File: src/rtl/operand_fetch_stage_if.sv
// operand_fetch_stage_if: register-file read port and data-memory port of the operand fetch stage
// Ports (master = operand_fetch_stage):
//   reg_read_addr0/1    master->slave  register file read addresses
//   reg_read_data0/1    slave->master  register file read data (combinational)
//   memory_addr         master->slave  data memory address
//   memory_write_enable master->slave  data memory write strobe
//   memory_in           master->slave  data memory write data
interface operand_fetch_stage_if #(
    parameter int ADDR_SIZE = 18,
    parameter int WORD_SIZE = 18,
    parameter int REG_BITS  = 3
);
    logic [REG_BITS-1:0]  reg_read_addr0;
    logic [REG_BITS-1:0]  reg_read_addr1;
    logic [WORD_SIZE-1:0] reg_read_data0;
    logic [WORD_SIZE-1:0] reg_read_data1;
    logic [ADDR_SIZE-1:0] memory_addr;
    logic                 memory_write_enable;
    logic [WORD_SIZE-1:0] memory_in;

    modport master (
        output reg_read_addr0, reg_read_addr1, memory_addr, memory_write_enable, memory_in,
        input  reg_read_data0, reg_read_data1
    );
    modport slave (
        input  reg_read_addr0, reg_read_addr1, memory_addr, memory_write_enable, memory_in,
        output reg_read_data0, reg_read_data1
    );
endinterface

File: src/rtl/operand_fetch_stage.sv
// operand_fetch_stage: stage 2 of the core -- operand read/forwarding, load-use stall, redirects, memory port, wait FSM
// Ports:
//   clock, reset          clock and synchronous active-high reset
//   no_operation, ip, ip_plus_one, code_word   stage-1 instruction
//   flush                 kills the current instruction
//   wake                  releases an indefinite wait
//   ex_*, wb_*            stage-3 and writeback forwarding sources
//   bus                   register-file read port and data-memory port
//   stall_out             holds stage 1 on a load-use hazard
//   waiting_global        core-wide wait
//   ip_to_call, call_performed   redirect
//   *_out                 registered stage-3 payload
module operand_fetch_stage #(
    parameter int ADDR_SIZE = 18,
    parameter int WORD_SIZE = 18,
    parameter int REG_BITS  = 3,
    parameter int SP_REG    = 7
) (
    input  logic                 clock,
    input  logic                 reset,
    input  logic                 no_operation,
    input  logic [ADDR_SIZE-1:0] ip,
    input  logic [ADDR_SIZE-1:0] ip_plus_one,
    input  logic [WORD_SIZE-1:0] code_word,
    input  logic                 flush,
    input  logic                 wake,
    input  logic                 ex_write_enable,
    input  logic [REG_BITS-1:0]  ex_write_addr,
    input  logic [WORD_SIZE-1:0] ex_write_data,
    input  logic                 ex_is_load,
    input  logic                 wb_write_enable,
    input  logic [REG_BITS-1:0]  wb_write_addr,
    input  logic [WORD_SIZE-1:0] wb_write_data,
    operand_fetch_stage_if.master bus,
    output logic                 stall_out,
    output logic                 waiting_global,
    output logic [ADDR_SIZE-1:0] ip_to_call,
    output logic                 call_performed,
    output logic                 no_operation_out,
    output logic [WORD_SIZE-1:0] alu_data0_out,
    output logic [WORD_SIZE-1:0] alu_data1_out,
    output logic [WORD_SIZE-1:0] code_word_out,
    output logic [ADDR_SIZE-1:0] ip_out,
    output logic [ADDR_SIZE-1:0] ip_plus_one_out,
    output logic [ADDR_SIZE-1:0] data1_plus_imm8_out
);
    localparam logic [3:0] OP_ALU              = 4'd0;
    localparam logic [3:0] OP_LOAD_FROM_MEMORY = 4'd1;
    localparam logic [3:0] OP_WRITE_TO_MEMORY  = 4'd2;
    localparam logic [3:0] OP_IF               = 4'd3;
    localparam logic [3:0] OP_CALL_IMM14       = 4'd4;
    localparam logic [3:0] OP_WAIT             = 4'd5;

    typedef enum logic [1:0] {RUN, WAIT_COUNT, WAIT_WAKE} state_t;

    state_t               state;
    logic [7:0]           cnt;
    logic [3:0]           op;
    logic [2:0]           ry;
    logic [7:0]           imm8;
    logic [WORD_SIZE-1:0] data0;
    logic [WORD_SIZE-1:0] data1;
    logic [ADDR_SIZE-1:0] imm_sext;
    logic [ADDR_SIZE-1:0] data1_plus_imm8;
    logic                 valid;
    logic                 hazard;
    logic                 fire;
    logic                 taken;
    logic                 is_call;

    // Condition codes carried in the ry field of OP_IF, tested on data0 as a signed word.
    function automatic logic if_ok(input logic [WORD_SIZE-1:0] d, input logic [2:0] c);
        logic z, n;
        z = d == '0;
        n = d[WORD_SIZE-1];
        case (c)
            3'd0:    return 1'b1;
            3'd1:    return z;
            3'd2:    return !z;
            3'd3:    return n;
            3'd4:    return !n;
            3'd5:    return !n && !z;
            3'd6:    return n || z;
            default: return 1'b0;
        endcase
    endfunction

    assign op                 = code_word[17:14];
    assign ry                 = code_word[10:8];
    assign imm8               = code_word[7:0];
    assign bus.reg_read_addr0 = code_word[13:11];
    assign bus.reg_read_addr1 = (op == OP_CALL_IMM14) ? REG_BITS'(SP_REG) : ry;

    // ex results of a pending load are not yet available, so they never forward.
    assign data0 = (ex_write_enable && !ex_is_load && ex_write_addr == bus.reg_read_addr0) ? ex_write_data :
                   (wb_write_enable && wb_write_addr == bus.reg_read_addr0) ? wb_write_data : bus.reg_read_data0;
    assign data1 = (ex_write_enable && !ex_is_load && ex_write_addr == bus.reg_read_addr1) ? ex_write_data :
                   (wb_write_enable && wb_write_addr == bus.reg_read_addr1) ? wb_write_data : bus.reg_read_data1;

    assign imm_sext        = ADDR_SIZE'($signed(imm8));
    assign data1_plus_imm8 = ADDR_SIZE'(data1) + imm_sext;

    assign valid     = !no_operation && !flush && !waiting_global;
    assign hazard    = valid && ex_is_load && ex_write_enable &&
                       (ex_write_addr == bus.reg_read_addr0 || ex_write_addr == bus.reg_read_addr1);
    assign fire      = valid && !hazard;
    assign stall_out = hazard;
    assign taken     = fire && op == OP_IF && if_ok(data0, ry);
    assign is_call   = fire && op == OP_CALL_IMM14;

    assign bus.memory_write_enable = fire && (op == OP_WRITE_TO_MEMORY || op == OP_CALL_IMM14);
    assign bus.memory_addr         = is_call ? ADDR_SIZE'(data1) : data1_plus_imm8;
    assign bus.memory_in           = is_call ? WORD_SIZE'(ip_plus_one) : data0;
    assign call_performed          = is_call || taken;
    assign ip_to_call              = is_call ? ADDR_SIZE'(code_word[13:0]) : taken ? ip + imm_sext : data1_plus_imm8;

    always_ff @(posedge clock) begin
        if (reset) begin
            state               <= RUN;
            cnt                 <= '0;
            waiting_global      <= 1'b0;
            no_operation_out    <= 1'b1;
            alu_data0_out       <= '0;
            alu_data1_out       <= '0;
            code_word_out       <= '0;
            ip_out              <= '0;
            ip_plus_one_out     <= '0;
            data1_plus_imm8_out <= '0;
        end else begin
            no_operation_out    <= !valid || hazard || op == OP_WAIT;
            alu_data0_out       <= data0;
            alu_data1_out       <= taken ? WORD_SIZE'(ip) : data1;
            code_word_out       <= code_word;
            ip_out              <= ip;
            ip_plus_one_out     <= ip_plus_one;
            data1_plus_imm8_out <= data1_plus_imm8;
            case (state)
                RUN: if (fire && op == OP_WAIT) begin
                    state          <= (imm8 != 8'd0) ? WAIT_COUNT : WAIT_WAKE;
                    cnt            <= imm8;
                    waiting_global <= 1'b1;
                end
                // The cycle holding cnt == 1 is the last of the N waiting cycles.
                WAIT_COUNT: if (cnt == 8'd1) begin
                    state          <= RUN;
                    waiting_global <= 1'b0;
                end else begin
                    cnt <= cnt - 8'd1;
                end
                WAIT_WAKE: if (wake) begin
                    state          <= RUN;
                    waiting_global <= 1'b0;
                end
                default: begin
                    state          <= RUN;
                    waiting_global <= 1'b0;
                end
            endcase
        end
    end
endmodule

File: src/flat_wrapper.sv
// flat-port wrapper written by rule: the top's interface ports become plain ports
module operand_fetch_stage_flat 
#(
    parameter int ADDR_SIZE = 18,
    parameter int WORD_SIZE = 18,
    parameter int REG_BITS  = 3,
    parameter int SP_REG    = 7
)
  (clock, reset, no_operation, ip, ip_plus_one, code_word, flush, wake, ex_write_enable, ex_write_addr, ex_write_data, ex_is_load, wb_write_enable, wb_write_addr, wb_write_data, stall_out, waiting_global, ip_to_call, call_performed, no_operation_out, alu_data0_out, alu_data1_out, code_word_out, ip_out, ip_plus_one_out, data1_plus_imm8_out, bus_reg_read_addr0, bus_reg_read_addr1, bus_memory_addr, bus_memory_write_enable, bus_memory_in, bus_reg_read_data0, bus_reg_read_data1);
  operand_fetch_stage_if #(.ADDR_SIZE(ADDR_SIZE), .WORD_SIZE(WORD_SIZE), .REG_BITS(REG_BITS)) bus_i ();
  input  logic clock;
  input  logic reset;
  input  logic no_operation;
  input  logic [ADDR_SIZE-1:0] ip;
  input  logic [ADDR_SIZE-1:0] ip_plus_one;
  input  logic [WORD_SIZE-1:0] code_word;
  input  logic flush;
  input  logic wake;
  input  logic ex_write_enable;
  input  logic [REG_BITS-1:0] ex_write_addr;
  input  logic [WORD_SIZE-1:0] ex_write_data;
  input  logic ex_is_load;
  input  logic wb_write_enable;
  input  logic [REG_BITS-1:0] wb_write_addr;
  input  logic [WORD_SIZE-1:0] wb_write_data;
  output logic stall_out;
  output logic waiting_global;
  output logic [ADDR_SIZE-1:0] ip_to_call;
  output logic call_performed;
  output logic no_operation_out;
  output logic [WORD_SIZE-1:0] alu_data0_out;
  output logic [WORD_SIZE-1:0] alu_data1_out;
  output logic [WORD_SIZE-1:0] code_word_out;
  output logic [ADDR_SIZE-1:0] ip_out;
  output logic [ADDR_SIZE-1:0] ip_plus_one_out;
  output logic [ADDR_SIZE-1:0] data1_plus_imm8_out;
  output wire logic [$bits(bus_i.reg_read_addr0)-1:0] bus_reg_read_addr0;
  output wire logic [$bits(bus_i.reg_read_addr1)-1:0] bus_reg_read_addr1;
  output wire logic [$bits(bus_i.memory_addr)-1:0] bus_memory_addr;
  output wire logic [$bits(bus_i.memory_write_enable)-1:0] bus_memory_write_enable;
  output wire logic [$bits(bus_i.memory_in)-1:0] bus_memory_in;
  input wire logic [$bits(bus_i.reg_read_data0)-1:0] bus_reg_read_data0;
  input wire logic [$bits(bus_i.reg_read_data1)-1:0] bus_reg_read_data1;
  assign bus_reg_read_addr0 = bus_i.reg_read_addr0;
  assign bus_reg_read_addr1 = bus_i.reg_read_addr1;
  assign bus_memory_addr = bus_i.memory_addr;
  assign bus_memory_write_enable = bus_i.memory_write_enable;
  assign bus_memory_in = bus_i.memory_in;
  assign bus_i.reg_read_data0 = bus_reg_read_data0;
  assign bus_i.reg_read_data1 = bus_reg_read_data1;
  operand_fetch_stage #(.ADDR_SIZE(ADDR_SIZE), .WORD_SIZE(WORD_SIZE), .REG_BITS(REG_BITS), .SP_REG(SP_REG)) u_core (.clock(clock), .reset(reset), .no_operation(no_operation), .ip(ip), .ip_plus_one(ip_plus_one), .code_word(code_word), .flush(flush), .wake(wake), .ex_write_enable(ex_write_enable), .ex_write_addr(ex_write_addr), .ex_write_data(ex_write_data), .ex_is_load(ex_is_load), .wb_write_enable(wb_write_enable), .wb_write_addr(wb_write_addr), .wb_write_data(wb_write_data), .bus(bus_i), .stall_out(stall_out), .waiting_global(waiting_global), .ip_to_call(ip_to_call), .call_performed(call_performed), .no_operation_out(no_operation_out), .alu_data0_out(alu_data0_out), .alu_data1_out(alu_data1_out), .code_word_out(code_word_out), .ip_out(ip_out), .ip_plus_one_out(ip_plus_one_out), .data1_plus_imm8_out(data1_plus_imm8_out));
endmodule
File: config.mk
export PLATFORM = sky130hd
export DESIGN_NAME = operand_fetch_stage_flat
export DESIGN_NICKNAME = d
export VERILOG_FILES = /design/src/rtl/operand_fetch_stage_if.sv /design/src/rtl/operand_fetch_stage.sv /design/src/flat_wrapper.sv
export SDC_FILE = /design/constraint.sdc
export NUM_CORES = 1
export LEC_CHECK = 0
export ABC_AREA = 1
export ABC_CLOCK_PERIOD_IN_PS = 3800
export BUFFER_PORTS_ARGS = -buffer_cell sky130_fd_sc_hd__buf_4
export CELL_PAD_IN_SITES_DETAIL_PLACEMENT = 1
export CELL_PAD_IN_SITES_GLOBAL_PLACEMENT = 1
export CORE_MARGIN = 2
export CORE_UTILIZATION = 30
export CTS_CLUSTER_DIAMETER = 40
export DETAILED_ROUTE_END_ITERATION = 10
export PLACE_DENSITY = 0.88
export SYNTH_ARGS = -nofsm -noshare
export SYNTH_HDL_FRONTEND = slang
export SYNTH_SLANG_ARGS = --single-unit
export TNS_END_PERCENT = 50
File: constraint.sdc
create_clock -name clock -period 3.8 [get_ports clock]
set_input_delay 0.19 -clock clock [delete_from_list [all_inputs] [get_ports clock]]
set_output_delay 0.19 -clock clock [all_outputs]
set_load 0.1 [all_outputs]
==> metrics.csv, run 1 <==
stage;metric;value;unit
status;status;finished, violations left;
status;failing checks;negative setup slack;
detailed_routing;drt first pass iters;5;
sta;Peak Freq;246.1;MHz
placed_design;placed cells;1798;
yosys;syn_area_per_cell;6.607;um^2
floorplan;die height;160.7;um
layout;nets@finish;1721;
sta;min Tclk post-route;4063;ps
yosys;Post-synth EDFFs;0;
sta;Hold Vio Cnt, Final;0;
clock_tree;clock latency on the worst-skew pair;440;ps
grt;pin count of the biggest net entering global routing;96;
placed_design;Port Buffers;312;
floorplan;Initial Util;30.38;%
pwr;VDD IR max;0.5689;mV
clock_tree;clock buffer count from CTS;17;
critical_path;critical path endpoint category;output pin;
sta;Setup Viol. Count Final;15;
yosys;Ys Warns;0;
clock_tree;clock root cell;clkbuf_16;
yosys;Cell variety after synth;43;
critical_path;crit-path max FO;7;
yosys;Synth Net Count;1293;
run;maximum capacitance violations;0;
yosys;register bit count reported by yosys;120;
floorplan;Horiz. Die Dim;160.7;um
layout;Finished Core Util;52.77;%
detailed_routing;# DRC;0;
sta;Clock Skews;11.01;ps
grt;initial antenna violation count;4;
yosys;Seq/Total Area, Yosys;32.61;%
detailed_routing;post-route ant nets;0;
floorplan;# rows;57;
sta;worst setup margin;-263.3;ps
layout;P&R area growth vs syn;73.69;%
grt;vias in the first global route;10060;
yosys;top_reg_cell synth;dfxtp_1;
sta;max_slew headroom;27.83;%
floorplan;Die ar.;25830;um^2
critical_path;crit path kind;primary input to output pin;
pwr;P per Cell Area;562.3;nW/um^2
clock_tree;clock sink count;120;
detailed_routing;DR vias;9482;
detailed_routing;drt wl/cell;20.86;um
yosys;Post-synth ARST share;0;%
clock_tree;CTS tree;yes;
floorplan;IO Count;313;
worst_hold_path;Hold Path Class;primary input to flop;
layout;FILL cells;2980;
yosys;Synth Cell Area;7367;um^2
clock_tree;Worst-path clk slew;60;ps
clock_tree;clk buf depth;2;
detailed_routing;routed wire length;39280;um
layout;layout cells sized above 1;38.65;%
yosys;Syn Inst Count;1115;
sta;period utilisation layout;106.9;%
detailed_routing;DRT iter0 DRCs;530;
placed_design;routability cong.;0.9159;
critical_path;Startpoint Class;primary input;
placed_design;HPWL Detailed;28350;um
critical_path;WP data arrival;3870;ps
sta;Final Slew Violations;0;
layout;Finished Layout Cells;1883;
detailed_routing;via/cell ratio;5.036;
grt;global-route wire length before repair;57580;um
critical_path;WP data required;3610;ps
floorplan;core area;24250;um^2
grt;Tot GR Track Use;29.05;%
sta;RSZ-0062 raised after global routing;true;
sta;Worst Tran Pin Value;1083;ps
grt;total congestion overflow;0;
pwr;Lkg Pwr;0.006403;uW
clock_tree;H-tree levels;4;
critical path, cell delays in order:
cell and delay (ps):
buf_8 100, inv_4 50, nand4_4 210, buf_12 200, nand2_8 50, xor2_1 150
nor2_1 60, nand2_2 100, inv_4 60, buf_12 120, buf_16 130, nand2_1 50
o21ai_1 70, a21oi_2 230, ha_1 320, a21oi_1 230, o21ai_0 210, nand2_1 120
nand4_1 160, nand2_1 120, nand2_1 90, a21oi_2 170, nand3_2 110, nand2_2 120
inv_2 70, o21ai_4 180, buf_12 190
synthesized netlist by cell type, types with 3 or more instances:
| library cell | n | area [um^2] |
|---|---|---|
| a21boi_0 | 4 | 30.03 |
| nor2_1 | 180 | 675.7 |
| o21ai_0 | 99 | 495.5 |
| nand4_1 | 17 | 106.4 |
| o31ai_1 | 5 | 37.54 |
| inv_2 | 3 | 11.26 |
| nand3b_1 | 14 | 105.1 |
| a31oi_1 | 7 | 43.79 |
| xnor2_1 | 12 | 105.1 |
| dfxtp_1 | 120 | 2402 |
| nor4_1 | 4 | 25.02 |
| clkbuf_1 | 27 | 101.4 |
| o21ai_1 | 13 | 65.06 |
| nand2_1 | 198 | 743.2 |
| o21a_1 | 3 | 22.52 |
| or2_2 | 3 | 18.77 |
| nand3_1 | 75 | 375.4 |
| buf_1 | 3 | 11.26 |
| ha_1 | 36 | 450.4 |
| buf_6 | 7 | 78.83 |
| o22ai_1 | 8 | 50.05 |
| inv_1 | 159 | 596.8 |
| buf_4 | 6 | 45.04 |
| xor2_1 | 25 | 219.0 |
| a21oi_1 | 53 | 265.3 |
| nor3_1 | 5 | 25.02 |
| buf_2 | 5 | 25.02 |
kinds of logic (layout without fill, tap and decap cells):
kind of cell    Yosys count  count (layout)  share of synthesized area, %
simple gates            508             508                         29.67
xor+xnor                 38              38                         4.620
other cells               0               4                             0
flops                   120             120                         32.61
compound gates          200             200                         14.55
buf+inv                 211             651                         11.89
fa+ha+maj                38              38                         6.658
final timing paths:
kind	startpoint	end	slack, ps	cells past startpoint
max	code_word[17]	ip_to_call[17]	-260	27
min	ip_plus_one[5]	u_core.ip_plus_one_out[5]	8	3
max reg2reg	u_core.cnt[2]	u_core.cnt[0]	1490	7
min reg2reg	u_core.waiting_global	u_core.waiting_global	510	2
metrics by stage:
stage,setup slack [ps],power [uW],setup TNS (ps),hold slack (ps),cell area (um^2)
6_report,-263.3,7195,-1160,8.205,12800
5_1_grt,-479.9,7424,-4486,1.318,12800
4_1_cts,-81.95,6941,-246.0,1.634,12290
3_5_place_dp,-305.1,4937,-3161,410.6,10920
3_3_place_gp,-158.8,4894,-983.6,400.0,10920
2_1_floorplan,-241.4,3934,-4374,297.0,7717
sequential cells by signal (all words and copies together), names as in the netlist, 2 cells and up:
register                    count
u_core.ip_out                  18
u_core.cnt                      8
u_core.alu_data1_out           18
u_core.code_word_out           18
u_core.ip_plus_one_out         18
u_core.data1_plus_imm8_out     18
u_core.state                    2
u_core.alu_data0_out           18
placed cells by master (no fill, tap or decap), types with 9 or more instances in the layout:
cell type,n
o21ai_1,23
dfxtp_1,120
nor2_1,175
buf_12,22
xnor2_1,11
nand2_1,183
inv_2,9
o21ai_4,12
nand3_1,63
nand4_1,17
nand3b_1,14
buf_6,10
nand2_2,11
nand3_2,9
a21oi_1,37
buf_4,399
dlygate4sd3_1,20
clkbuf_16,17
o21ai_2,14
xor2_1,19
ha_4,9
ha_1,26
o21ai_0,63
a21oi_2,14
inv_1,149
final cells by class:
class / instances / area [um^2] / area share [%]
Clock buffer: 21 / 460.4 / 3.598
Clock inverter: 10 / 168.9 / 1.320
Antenna cell: 4 / 10.01 / 0.07822
Multi-Input combinational cell: 784 / 4855 / 37.94
Timing Repair Buffer: 457 / 3869 / 30.23
Inverter: 163 / 625.6 / 4.889
Tap cell: 324 / 405.4 / 3.168
Sequential cell: 120 / 2402 / 18.77
per-layer routing:
layer	up-vias	wire, um	GRT usage, %
met5	-	0	0
met3	86	2421	6.457
li1	4434	-	-
met2	373	20030	52.76
met1	4589	15450	32.87
met4	0	1381	11.89
what timing repair did:
action	4_1_cts	5_1_grt
hold endpoints to repair	18	2
gates cloned	2	0
pin swaps	33	45
resized for setup	77	86
hold buffers	18	2
buffers inserted	15	14
setup endpoints to repair	18	22
power by group:
| part | total (uW) | switching [uW] | internal [uW] |
|---|---|---|---|
| Sequential | 1390 | 35.5 | 1360 |
| Clock | 1790 | 657 | 1130 |
| Combinational | 4010 | 2830 | 1180 |
(Power assumes the default switching activity.)
==> run 2: changes to the inputs <==
--- a/config.mk
+++ b/config.mk
@@ -15,6 +15,7 @@
 export CTS_CLUSTER_DIAMETER = 40
 export DETAILED_ROUTE_END_ITERATION = 10
 export PLACE_DENSITY = 0.88
+export SETUP_SLACK_MARGIN = 0.1
 export SYNTH_ARGS = -nofsm -noshare
 export SYNTH_HDL_FRONTEND = slang
 export SYNTH_SLANG_ARGS = --single-unit
==> metrics.csv, run 2 (synthesized netlist as in run 1, its figures left out) <==
stage;metric;value;unit
placed_design;Port Buffers;312;
placed_design;placed cells;1795;
sta;RSZ-0062 raised after global routing;true;
layout;Finished Layout Cells;1888;
sta;Setup TNS Final;-763.5;ps
critical_path;critical path endpoint category;output pin;
layout;layout cells sized above 1;39.53;%
critical_path;crit path kind;primary input to output pin;
clock_tree;CTS tree;yes;
layout;most common cell after layout, fill and taps aside;buf_4;
critical_path;delay-heaviest family, CP;compound AO/OA/AOI/OAI gates;
grt;vias in the first global route;9962;
grt;total congestion overflow;0;
layout;P&R area growth vs syn;74.13;%
sta;Hold Vio Cnt, Final;0;
worst_hold_path;Hold Path End;u_core.ip_out[2];
sta;Peak Freq;254.0;MHz
layout;Final Instance Area;12830;um^2
worst_hold_path;Hold Path Stages;3;
floorplan;# rows;57;
sta;min Tclk post-route;3937;ps
pwr;VDD IR max;0.4651;mV
detailed_routing;via/cell ratio;4.992;
clock_tree;clock root cell;clkbuf_16;
status;status;finished, violations left;
placed_design;HPWL Detailed;28290;um
critical_path;WP data required;3610;ps
placed_design;placed instance area;10940;um^2
detailed_routing;DRT iter0 DRCs;443;
floorplan;Die ar.;25830;um^2
layout;Finished Core Util;52.91;%
floorplan;Horiz. Die Dim;160.7;um
sta;Clock Skews;5.530;ps
sta;period utilisation layout;103.6;%
critical_path;Worst R2R Setup Slack;1470;ps
critical_path;max incr delay on CP;410;ps
critical_path;crit-path cells;buf_8, clkinvlp_4, nand4_4, nand2_8, xor2_1, a31oi_1, nand2_2, inv_4, o21ai_2, o22ai_2, ha_2, inv_2, fa_2, o21ai_4, a21boi_4, o21ai_2, a21boi_2, o21ai_2, a21boi_2, xor2_1, nand3b_1, o21ai_4, buf_12;
detailed_routing;drt first pass iters;5;
critical_path;Slowest-stage cell, CP;fa_2;
grt;M2 GR Usage;50.65;%
sta;worst setup margin;-136.6;ps
layout;nets@finish;1726;
pwr;Lkg Pwr;0.006411;uW
run;maximum capacitance violations;0;
floorplan;Initial Util;30.38;%
clock_tree;H-tree levels;4;
critical_path;Worst path most repeated cell;o21ai_2;
detailed_routing;routed wire length;38580;um
critical_path;Reg2Reg Capture Point;u_core.cnt[0];
clock_tree;clock latency on the worst-skew pair;430;ps
clock_tree;clock sink count;120;
grt;global-route wire length before repair;56050;um
clock_tree;clock buffer count from CTS;17;
sta;Worst Tran Pin Value;861.5;ps
sta;Setup Viol. Count Final;11;
detailed_routing;post-route ant nets;0;
detailed_routing;drt wl/cell;20.43;um
sta;max_slew headroom;42.50;%
grt;met3 usage;6.353;%
critical_path;crit-path max FO;3;
critical_path;R2R depth;7;
grt;met1 usage;32.03;%
sta;Final Slew Violations;0;
detailed_routing;# DRC;0;
floorplan;die height;160.7;um
floorplan;core area;24250;um^2
grt;global route hottest layer;met2;
layout;most frequent cells in the layout;buf_4 (409), nand2_1 (184), nor2_1 (172);
worst_hold_path;HP Start;ip[2];
clock_tree;Worst-path clk slew;60;ps
detailed_routing;DR vias;9425;
critical_path;WP data arrival;3750;ps
clock_tree;clk buf depth;2;
grt;initial antenna violation count;3;
critical_path;Worst Path Buf+Inv;5;
placed_design;routability cong.;0.9012;
pwr;P per Cell Area;554.8;nW/um^2
worst_hold_path;Hold Path Class;primary input to flop;
critical_path;Startpoint Class;primary input;
grt;pin count of the biggest net entering global routing;81;
layout;FILL cells;3014;
status;failing checks;negative setup slack;
floorplan;IO Count;313;
grt;Tot GR Track Use;28.30;%
critical_path;instance count on the critical path;23;
critical_path;reg2reg start;u_core.cnt[2];
run 2: cell types whose count changed in the layout (fill, tap and decap cells not counted), moves of 3 or more:
| cell | previous run | this run |
|---|---|---|
| buf_4 | 399 | 409 |
| buf_8 | 4 | 1 |
| xnor2_1 | 11 | 8 |
| nor2_1 | 175 | 172 |
| ha_4 | 9 | 12 |
| inv_6 | 1 | 5 |
| inv_8 | 0 | 3 |
| dlygate4sd3_1 | 20 | 23 |
| nor2_2 | 4 | 8 |
| o21ai_1 | 23 | 17 |
| ha_1 | 26 | 23 |
| o21ai_2 | 14 | 18 |
| buf_6 | 10 | 7 |
run 2: cell type report:
class | instances | area [um^2] | share of cell area (%)
timing repair buffer | 462 | 3835 | 29.89
multi-input combinational | 784 | 4945 | 38.54
sequential | 120 | 2402 | 18.73
antenna | 3 | 7.507 | 0.05852
clock buffer | 18 | 439.2 | 3.423
inverter | 163 | 630.6 | 4.916
clock inverter | 14 | 163.9 | 1.278
tap | 324 | 405.4 | 3.160
run 2: repair_timing:
item | in CTS | in global routing
pin swaps | 28 | 56
gates resized for setup | 70 | 92
setup endpoints to repair | 24 | 29
endpoints found under the hold margin | 23 | 0
buffers inserted | 18 | 18
hold buffers | 23 | 0
gates cloned | 0 | 0
run 2: how the worst max path moves through the flow:
| stage | from | slack [ps] | to |
|---|---|---|---|
| floorplan | code_word[14] | -260 | bus_memory_addr[14] |
| global placement | code_word[17] | -230 | bus_memory_addr[13] |
| detailed placement | code_word[17] | -380 | ip_to_call[14] |
| CTS | code_word[14] | -120 | ip_to_call[14] |
| global route | code_word[14] | -220 | ip_to_call[14] |
| finish | code_word[14] | -140 | ip_to_call[14] |
run 2: metrics by stage:
step / total power, uW / hold WS [ps] / setup WS, ps
3_3_place_gp: 4908 / 400.2 / -230.7
2_1_floorplan: 3945 / 297.0 / -257.1
3_5_place_dp: 4949 / 409.0 / -381.2
5_1_grt: 7339 / 12.73 / -220.9
6_report: 7118 / 11.13 / -136.6
4_1_cts: 6892 / 2.133 / -124.5
run 2: worst register-to-register path, delay by kind of cell (launching register included):
family,cells,cell delay [ps]
buf+inv,1,340
simple gates,3,760
compound gates,3,800
flops,1,360
run 2: where the power goes:
| part | total, uW | internal, uW | switching [uW] |
|---|---|---|---|
| Clock | 1710 | 1000 | 706 |
| Combinational | 4010 | 1200 | 2810 |
| Sequential | 1390 | 1360 | 35.5 |
run 2: per-layer routing:
metal	wire length (um)	vias up
li1	-	4452
met1	15400	4546
met2	19560	355
met3	2185	72
met4	1430	0
met5	0	-
==> run 3: changes to the inputs <==
--- a/config.mk
+++ b/config.mk
@@ -8,6 +8,7 @@
 export ABC_AREA = 1
 export ABC_CLOCK_PERIOD_IN_PS = 3800
 export BUFFER_PORTS_ARGS = -buffer_cell sky130_fd_sc_hd__buf_4
+export CAP_MARGIN = 20
 export CELL_PAD_IN_SITES_DETAIL_PLACEMENT = 1
 export CELL_PAD_IN_SITES_GLOBAL_PLACEMENT = 1
 export CORE_MARGIN = 2
@@ -16,6 +17,7 @@
 export DETAILED_ROUTE_END_ITERATION = 10
 export PLACE_DENSITY = 0.88
 export SETUP_SLACK_MARGIN = 0.1
+export SKIP_LAST_GASP = 1
 export SYNTH_ARGS = -nofsm -noshare
 export SYNTH_HDL_FRONTEND = slang
 export SYNTH_SLANG_ARGS = --single-unit
==> metrics.csv, run 3 (synthesized netlist as in run 1, its figures left out) <==
stage;metric;value;unit
critical_path;WP data arrival;3780;ps
layout;Multi-input gate area;4917;um^2
pwr;internal power;3526;uW
layout;register area;2402;um^2
grt;Tot GR Track Use;28.62;%
critical_path;WP data required;3610;ps
placed_design;routability cong.;0.9012;
detailed_routing;# DRC;0;
sta;Final Slew Violations;0;
clock_tree;CTS tree;yes;
clock_tree;H-tree levels;4;
grt;total congestion overflow;0;
sta;RSZ-0062 raised after global routing;true;
grt;initial antenna violation count;3;
clock_tree;clock sink count;120;
layout;Finished Core Util;52.92;%
critical_path;critical path endpoint category;output pin;
detailed_routing;DRT iter0 DRCs;543;
layout;Finished Layout Cells;1894;
pwr;P per Cell Area;552.6;nW/um^2
sta;hold_ws;18.37;ps
sta;period utilisation layout;104.6;%
placed_design;placed instance area;10940;um^2
placed_design;placed cells;1795;
clock_tree;clock root cell;clkbuf_16;
floorplan;core area;24250;um^2
sta;Clock Skews;5.804;ps
grt;global-route wire length before repair;56640;um
critical_path;crit-path max FO;10;
pwr;logic gate share of total power;56.2;%
grt;vias in the first global route;10040;
placed_design;Port Buffers;312;
placed_design;HPWL Detailed;28290;um
layout;nets@finish;1732;
floorplan;Initial Util;30.38;%
pwr;Sw Ratio;50.29;%
sta;Peak Freq;251.7;MHz
critical_path;max incr delay on CP;340;ps
floorplan;IO Count;313;
floorplan;Die ar.;25830;um^2
worst_hold_path;Hold Path Class;primary input to flop;
grt;pin count of the biggest net entering global routing;81;
sta;worst setup margin;-173.6;ps
detailed_routing;drt wl/cell;20.80;um
sta;Worst Tran Pin Value;862.2;ps
layout;FILL cells;3009;
layout;Final Instance Area;12830;um^2
detailed_routing;drt first pass iters;5;
clock_tree;Worst-path clk slew;60;ps
sta;max_slew headroom;42.45;%
pwr;switching power;3566;uW
sta;Hold Vio Cnt, Final;0;
critical_path;Startpoint Class;primary input;
status;failing checks;negative setup slack;
detailed_routing;DR vias;9511;
critical_path;crit-path cells;buf_8, clkinvlp_4, nand4_4, nand2_8, xor2_1, a31oi_1, nand2_2, inv_4, buf_8, buf_4, nand2_1, o21ai_0, a21oi_1, ha_1, a21oi_1, o31ai_2, a21oi_1, nand2_2, xor2_2, nand2_2, buf_6, o21ai_4, buf_12;
clock_tree;clk buf depth;2;
run;maximum capacitance violations;0;
clock_tree;clock latency on the worst-skew pair;430;ps
pwr;Clk network pwr share;24.1;%
floorplan;Horiz. Die Dim;160.7;um
status;status;finished, violations left;
layout;most common cell after layout, fill and taps aside;buf_4;
detailed_routing;post-route ant nets;0;
layout;layout cells sized above 1;39.44;%
layout;most frequent cells in the layout;buf_4 (417), nand2_1 (186), nor2_1 (172);
floorplan;die height;160.7;um
detailed_routing;via/cell ratio;5.022;
detailed_routing;routed wire length;39400;um
floorplan;# rows;57;
sta;min Tclk post-route;3974;ps
critical_path;crit path kind;primary input to output pin;
pwr;Reg power frac;19.7;%
pwr;VDD IR max;0.5293;mV
sta;Setup Viol. Count Final;13;
critical_path;Slowest-stage cell, CP;ha_1;
layout;P&R area growth vs syn;74.18;%
pwr;Lkg Pwr;0.006438;uW
clock_tree;clock buffer count from CTS;17;
-- run 3: path summary, 6_finish.rpt --
check,start,end,slack [ps],cells past startpoint
hold reg to reg,u_core.cnt[3],u_core.cnt[3],520,2
setup reg to reg,u_core.cnt[2],u_core.cnt[0],1490,7
setup / recovery,code_word[14],bus_memory_addr[16],-170,23
hold / removal,ip[2],u_core.ip_out[2],20,3
-- run 3: what timing repair did --
action	CTS	global route
hold endpoints to repair	23	0
resized for setup	53	98
hold buffers	23	0
pin swaps	24	37
setup buffers	18	23
setup endpoints to repair	24	29
gates cloned	0	1
-- run 3: critical path: cells and delay by family --
kind | cells | cell delay, ps
adders and majority gates | 1 | 340
xor gates and xnor gates | 2 | 430
and+or+nand+nor | 6 | 760
AOI/OAI and AO/OA | 7 | 1130
buffers and inverters | 7 | 910
-- run 3: area by class of cell --
cell class,count,area share (%)
Antenna cell,3,0.05850
Clock buffer,18,3.422
Clock inverter,14,1.277
Inverter,163,4.914
Multi-Input combinational cell,784,38.32
Sequential cell,120,18.72
Tap cell,324,3.159
Timing Repair Buffer,468,30.13
-- run 3: power by group through the flow --
stage | Clock (uW) | Sequential [uW] | Combinational (uW)
6_report | 1710 | 1390 | 3990
5_1_grt | 1800 | 1400 | 4110
4_1_cts | 1730 | 1390 | 3710
3_5_place_dp | 0 | 1420 | 3530
3_3_place_gp | 0 | 1420 | 3490
2_1_floorplan | 0 | 2120 | 1830
-- run 3: per-layer routing --
layer / vias up / GRT usage, % / routed length (um)
met4: 0 / 13.92 / 1734
met3: 93 / 6.560 / 2234
met1: 4581 / 32.26 / 15590
li1: 4456 / - / -
met5: - / 0 / 0
met2: 381 / 50.94 / 19840
-- run 3: metrics by stage --
step	setup slack, ps	TNS [ps]	total power [uW]
floorplan	-257.1	-4424	3945
global placement	-230.7	-1906	4908
detailed placement	-381.2	-5093	4949
CTS	-130.1	-706.5	6834
global route	-278.9	-3592	7309
finish	-173.6	-1032	7092
